<file path="src/rtl/fetch_unit_pkg.sv">
// Shared types and constants for the instruction-fetch stage.
package fetch_unit_pkg;

  localparam int INSTR_W = 32;
  localparam logic [INSTR_W-1:0] NOP_INSTR_DEF = 32'h0000_0000;

  typedef enum logic [1:0] {
    S_IDLE    = 2'd0,
    S_WAIT    = 2'd1,
    S_DISCARD = 2'd2
  } fetch_state_e;

  // Fetch addresses wrap modulo 2^32.
  function automatic logic [INSTR_W-1:0] pc_plus4(input logic [INSTR_W-1:0] pc);
    return pc + 32'd4;
  endfunction

endpackage

</file>
<file path="src/rtl/fetch_buffer.sv">
// Single-entry holding register between instruction memory and the IF/ID
// decode register: capture, drain on consume, flush on redirect.
module fetch_buffer
  import fetch_unit_pkg::*;
(
  input  logic               CLK,
  input  logic               RST,
  input  logic               capture,
  input  logic               hold,
  input  logic               flush,
  input  logic [INSTR_W-1:0] cap_instr,
  input  logic [INSTR_W-1:0] cap_pc4,
  output logic [INSTR_W-1:0] instr_buf,
  output logic [INSTR_W-1:0] pc4_buf,
  output logic               bv
);

  always_ff @(posedge CLK) begin
    if (RST) begin
      instr_buf <= '0;
      pc4_buf   <= '0;
      bv        <= 1'b0;
    end else if (flush) begin
      bv <= 1'b0;
    end else if (capture) begin
      instr_buf <= cap_instr;
      pc4_buf   <= cap_pc4;
      bv        <= 1'b1;
    end else if (bv && !hold) begin
      // Decode register took the entry this cycle.
      bv <= 1'b0;
    end
  end

endmodule

</file>
<file path="src/rtl/fetch_unit.sv">
// Instruction-fetch stage: PC, instruction-memory handshake and IF/ID control.
// Optional FETCH_STATS_EN adds FETCH_CNT / BUBBLE_CNT counters.
module fetch_unit
  import fetch_unit_pkg::*;
#(
  parameter logic [INSTR_W-1:0] RESET_PC  = 32'h0000_0000,
  parameter logic [INSTR_W-1:0] NOP_INSTR = NOP_INSTR_DEF
) (
  input  logic               CLK,
  input  logic               RST,
  input  logic               STALLF,
  input  logic               STALLD,
  input  logic               PCSRCE,
  input  logic [INSTR_W-1:0] PCTARGETE,
  output logic               IMEM_REQ,
  output logic [INSTR_W-1:0] IMEM_ADDR,
  input  logic [INSTR_W-1:0] IMEM_RDATA,
  input  logic               IMEM_VALID,
  output logic [INSTR_W-1:0] PCF,
  output logic [INSTR_W-1:0] RD,
  output logic [INSTR_W-1:0] PCPLUS4F,
  output logic               CLRD,
  output logic               ENABLED,
  output fetch_state_e       DBG_STATE
`ifdef FETCH_STATS_EN
  ,
  output logic [31:0]        FETCH_CNT,
  output logic [31:0]        BUBBLE_CNT
`endif
);

  fetch_state_e       state;
  logic [INSTR_W-1:0] pc;
  logic [INSTR_W-1:0] req_addr;
  logic [INSTR_W-1:0] instr_buf;
  logic [INSTR_W-1:0] pc4_buf;
  logic               bv;
  logic               req;
  logic               capture;
  logic               flush;

  // Memory handshake: valid/ready style with REQ as valid and IMEM_VALID as
  // the single response; once REQ rises it and the address stay stable until
  // the cycle IMEM_VALID is seen, and only one request is ever outstanding.
  always_comb begin
    req = 1'b1;
    if (state == S_IDLE) req = !STALLF && !PCSRCE && (!bv || !STALLD);
  end

  assign capture = ((state == S_IDLE) && req && IMEM_VALID) ||
                   ((state == S_WAIT) && IMEM_VALID && !PCSRCE);
  assign flush   = PCSRCE && (state != S_DISCARD);

  always_ff @(posedge CLK) begin
    if (RST) begin
      state    <= S_IDLE;
      pc       <= RESET_PC;
      req_addr <= RESET_PC;
    end else begin
      if (state == S_IDLE) req_addr <= pc;
      case (state)
        S_IDLE: begin
          if (PCSRCE) begin
            pc <= PCTARGETE;
          end else if (req) begin
            if (IMEM_VALID) pc <= pc_plus4(pc);
            else            state <= S_WAIT;
          end
        end
        S_WAIT: begin
          if (PCSRCE) begin
            pc    <= PCTARGETE;
            state <= IMEM_VALID ? S_IDLE : S_DISCARD;
          end else if (IMEM_VALID) begin
            pc    <= pc_plus4(pc);
            state <= S_IDLE;
          end
        end
        S_DISCARD: begin
          // The stale request must still finish at its original address.
          if (PCSRCE)     pc    <= PCTARGETE;
          if (IMEM_VALID) state <= S_IDLE;
        end
        default: state <= S_IDLE;
      endcase
    end
  end

  fetch_buffer u_buf (
    .CLK       (CLK),
    .RST       (RST),
    .capture   (capture),
    .hold      (STALLD),
    .flush     (flush),
    .cap_instr (IMEM_RDATA),
    .cap_pc4   (pc_plus4(pc)),
    .instr_buf (instr_buf),
    .pc4_buf   (pc4_buf),
    .bv        (bv)
  );

  assign IMEM_REQ  = req;
  assign IMEM_ADDR = (state == S_DISCARD) ? req_addr : pc;
  assign PCF       = pc;
  assign RD        = bv ? instr_buf : NOP_INSTR;
  assign PCPLUS4F  = pc4_buf;
  assign CLRD      = !bv || PCSRCE;
  assign ENABLED   = STALLD && !PCSRCE;
  assign DBG_STATE = state;

`ifdef FETCH_STATS_EN
  always_ff @(posedge CLK) begin
    if (RST) begin
      FETCH_CNT  <= '0;
      BUBBLE_CNT <= '0;
    end else begin
      if (capture)           FETCH_CNT  <= FETCH_CNT + 32'd1;
      if (CLRD && !ENABLED)  BUBBLE_CNT <= BUBBLE_CNT + 32'd1;
    end
  end
`endif

endmodule
</file>
<file path="config.mk">
export PLATFORM = sky130hd
export DESIGN_NAME = fetch_unit
export DESIGN_NICKNAME = d
export VERILOG_FILES = /design/src/rtl/fetch_unit_pkg.sv /design/src/rtl/fetch_buffer.sv /design/src/rtl/fetch_unit.sv
export SDC_FILE = /design/constraint.sdc
export NUM_CORES = 1
export LEC_CHECK = 0
export BUFFER_PORTS_ARGS = -buffer_cell sky130_fd_sc_hd__buf_2
export CAP_MARGIN = 20
export CORE_ASPECT_RATIO = 1.25
export CORE_MARGIN = 1.5
export CORE_UTILIZATION = 40
export CTS_CLUSTER_DIAMETER = 150
export DETAILED_ROUTE_END_ITERATION = 12
export MAX_ROUTING_LAYER = met4
export PLACE_DENSITY = 0.67
export SLEW_MARGIN = 20
export SYNTH_ARGS = -nofsm -noshare
export SYNTH_HDL_FRONTEND = slang
export SYNTH_HIERARCHICAL = 1
export SYNTH_SLANG_ARGS = --single-unit
</file>
<file path="constraint.sdc">
create_clock -name CLK -period 2 [get_ports CLK]
set_input_delay 0.2 -clock CLK [delete_from_list [all_inputs] [get_ports CLK]]
set_output_delay 0.2 -clock CLK [all_outputs]
set_load 0.01 [all_outputs]
</file>
==> results.sh <==
export IMPL_post_place_ws_ns=0.155
export IMPL_ys_ff_latch=131
export IMPL_ys_flop_type="dfxtp_1"
export IMPL_hold_ws_ns=0.0142
export IMPL_dieArea_sq_mm=0.0192
export IMPL_viasPerCell=5.33
export IMPL_power_switching_mw=1.82
export IMPL_numCtsBuffers=17
export IMPL_holdPathStages=3
export IMPL_grtUsageTotal_pct=23.4
export IMPL_rsz0062_at_grt="yes"
export IMPL_drv_cap=0
export IMPL_use_met1_pct=30.0
export IMPL_placed_area_sq_mm=0.00866
export IMPL_syn_avg_cell_area_sq_um=8.57
export IMPL_status="completed"
export IMPL_period_needed_ns=1.98
export IMPL_r2r_end="u_buf/pc4_buf[23]"
export IMPL_synthCells=856
export IMPL_dr_pass1_iters=5
export IMPL_async_flop_share_pct=0
export IMPL_syn2layout_area_growth_pct=27.7
export IMPL_cp_endpoint="IMEM_ADDR[11]"
export IMPL_drv_slew=0
export IMPL_ys_warn_count=6
export IMPL_power_density_mw_per_mm2=755
export IMPL_crit_start="DBG_STATE[1]"
export IMPL_relSlewSlack_pct=62.4
export IMPL_fp_dieW_microns=124
export IMPL_critPathCaptureType="output port"
export IMPL_p_int_mw=5.25
export IMPL_hold_path_class="primary input to flop"
export IMPL_clk_latency_ns=0.42
export IMPL_grtUsageMet2_pct=36.7
export IMPL_drive_gt1_share_pct=33.6
export IMPL_fin_crit_sh_pct=98.9
export IMPL_p_seq_share_pct=39.3
export IMPL_busiest_layer="met2"
export IMPL_vias=6918
export IMPL_ir_worst_vdd_mv=0.456
export IMPL_worstReg2RegStart="DBG_STATE[0]"
export IMPL_fin_worst_skew_ns=0.00502
export IMPL_rr_worst_depth=7
export IMPL_stdcell_area_sq_mm=0.00937
export IMPL_clock_sinks=131
export IMPL_synth_cell_types=61
export IMPL_die_y_microns=154
export IMPL_initial_core_util_pct=40.7
export IMPL_worst_slack_ns=0.0226
export IMPL_port_buffers=202
export IMPL_syn_nets=927
export IMPL_fmax_mhz=506
export IMPL_cts_tree="done"
export IMPL_drc=0
export IMPL_dpl_hpwl_mm=15.1
export IMPL_grt_antenna_before_repair=1
export IMPL_totalWireLength_mm=21.9
export IMPL_p_sw_share_pct=25.7
export IMPL_r2r_setup_slack_ns=0.14
export IMPL_finalSetupViolCount=0
export IMPL_max_clock_path_buffers=2
export IMPL_placementRows=55
export IMPL_globalplace_congestion=0.849
export IMPL_finalPower_mw=7.07
export IMPL_first_iter_violations=424
export IMPL_worst_slew_pin_slew_ns=0.565
export IMPL_critPathLaunchType="flop"
export IMPL_ios=203
export IMPL_p_clk_share_pct=47.1
export IMPL_coreArea_sq_mm=0.0180
export IMPL_cts_reportedPaths_clkPinSlew_ns=0.06
export IMPL_overflow=0
export IMPL_crit_required_ns=1.80
export IMPL_cp_max_fo=22
export IMPL_netlist_area_sq_mm=0.00734
export IMPL_synth_seq_area_share_pct=35.7
export IMPL_h_tree_depth=4
export IMPL_wl_per_cell_microns=16.9
export IMPL_clockRootBuffer="clkbuf_16"
export IMPL_arrival_ns=1.78
export IMPL_synth_edf_count=0
export IMPL_grt_max_degree=67
export IMPL_critPathKind="flop to output port"
export IMPL_grt_pass1_vias=6432
export IMPL_grt_use_met3_pct=4.39
export IMPL_ant_nets=0
export IMPL_grt_pass1_wl_mm=34.1
export IMPL_p_comb_share_pct=13.6
export IMPL_p_leak_nw=4.08
export IMPL_nets=1127
export IMPL_hold_viol=0
-- state kept, by name (all words and copies together) (netlist names) --
signal,count
DBG_STATE,2
u_buf/instr_buf,32
req_addr,32
PCF,32
u_buf/pc4_buf,32
u_buf/bv,1
-- stage by stage --
stage,utilization (%),cells,setup TNS (ns)
5_1_grt,51.9,1298,-0.736
4_1_cts,51.7,1295,0
6_report,51.9,1298,0
2_1_floorplan,-,856,0
3_5_place_dp,48.1,1262,0
3_3_place_gp,48.1,1262,0
-- cell usage in the layout (no fill, tap or decap), types with 16 or more instances in the layout --
| cell | count |
|---|---|
| a21oi_1 | 54 |
| and2_1 | 34 |
| buf_2 | 200 |
| buf_4 | 66 |
| clkbuf_16 | 17 |
| dfxtp_1 | 130 |
| mux2_2 | 29 |
| nand2_1 | 98 |
| nand2b_1 | 66 |
| nand3_1 | 16 |
| nand4bb_1 | 64 |
| nor2_1 | 24 |
| nor3_1 | 17 |
| o21ai_0 | 26 |
| o21ai_1 | 64 |
| xnor2_1 | 17 |
-- synth_stat cells, drive strengths merged, types with 2 or more instances --
| master | instances | share of area [%] |
|---|---|---|
| a21o | 7 | 0.72 |
| a21oi | 54 | 3.7 |
| dfxtp | 131 | 36 |
| mux2i | 3 | 0.41 |
| nor3b | 2 | 0.20 |
| o211ai | 2 | 0.20 |
| nand2b | 66 | 5.6 |
| inv | 4 | 0.20 |
| a22o | 6 | 0.72 |
| and2 | 36 | 3.1 |
| nor2 | 26 | 1.3 |
| xnor2 | 17 | 2.0 |
| o22ai | 2 | 0.17 |
| xor2 | 11 | 1.3 |
| or2 | 3 | 0.26 |
| mux2 | 31 | 4.8 |
| o31ai | 3 | 0.31 |
| o21ai | 90 | 6.1 |
| nor2b | 5 | 0.43 |
| nand3 | 18 | 1.4 |
| buf | 56 | 5.7 |
| nand4 | 13 | 1.6 |
| and3 | 11 | 0.94 |
| nor3 | 20 | 1.7 |
| a31oi | 8 | 0.68 |
| a32o | 2 | 0.27 |
| nand2 | 98 | 5.0 |
| o2bb2ai | 2 | 0.24 |
| nor4 | 3 | 0.46 |
| nand4bb | 64 | 9.8 |
| or3 | 2 | 0.17 |
| a22oi | 7 | 0.72 |
| clkbuf | 37 | 1.9 |
-- cells by family (layout without fill, tap and decap cells) --
group / count (synthesis) / in the layout / share of synthesized area, %
mux: 34 / 34 / 5.17
fa+ha+maj: 1 / 1 / 0.171
compound gates: 194 / 194 / 15.2
xor+xnor: 28 / 28 / 3.34
flops: 131 / 131 / 35.7
buf+inv: 97 / 310 / 7.81
simple gates: 371 / 371 / 32.6
other cells: 0 / 1 / 0
-- per-layer routing --
metal | vias up | routed length (microns)
met3 | 33 | 1200
met2 | 228 | 10500
met5 | - | 0
li1 | 3407 | -
met1 | 3250 | 9680
met4 | 0 | 471
-- power groups by stage --
stage | clock, mW | sequential [mW] | combinational (mW)
finish | 3.33 | 2.78 | 0.960
global route | 3.49 | 2.79 | 1.04
CTS | 3.37 | 2.78 | 0.956
detailed placement | 0 | 2.84 | 0.947
global placement | 0 | 2.83 | 0.942
floorplan | 0 | 2.85 | 0.569
-- how the worst min path moves through the flow --
stage | start | end | slack (ns)
after global routing | PCTARGETE[0] | PCF[0] | 0.04
after detailed placement | IMEM_VALID | DBG_STATE[0] | 0.44
after floorplan | IMEM_VALID | DBG_STATE[0] | 0.28
after global placement | PCTARGETE[1] | PCF[1] | 0.43
final | PCTARGETE[0] | PCF[0] | 0.01
after CTS | PCTARGETE[0] | PCF[0] | 0.005
-- worst max-delay path: stages, from the launching register on --
cell,delay [ns]
dfxtp_4,0.38
nor2b_4,0.27
buf_12,0.21
mux2_2,0.35
buf_2,0.14
-- area by class of cell --
class                           instances  area (sq um)
Fill cell                            1732          8660
Multi-Input combinational cell        628          4190
Sequential cell                       131          2630
Timing Repair Buffer                  274          1630
Clock buffer                           18           439
Tap cell                              228           285
Clock inverter                         14           185
Inverter                                4          15.0
Antenna cell                            1          2.50
-- repair_timing --
item                                   4_1_cts  5_1_grt
buffers inserted                             0        2
gates cloned                                 0        0
gates resized for setup                      7        6
hold buffers                                 1        0
pin swaps                                    0        2
setup endpoints to repair                   31       34
endpoints found under the hold margin        2        0
Power figures use the tool's default switching activity.
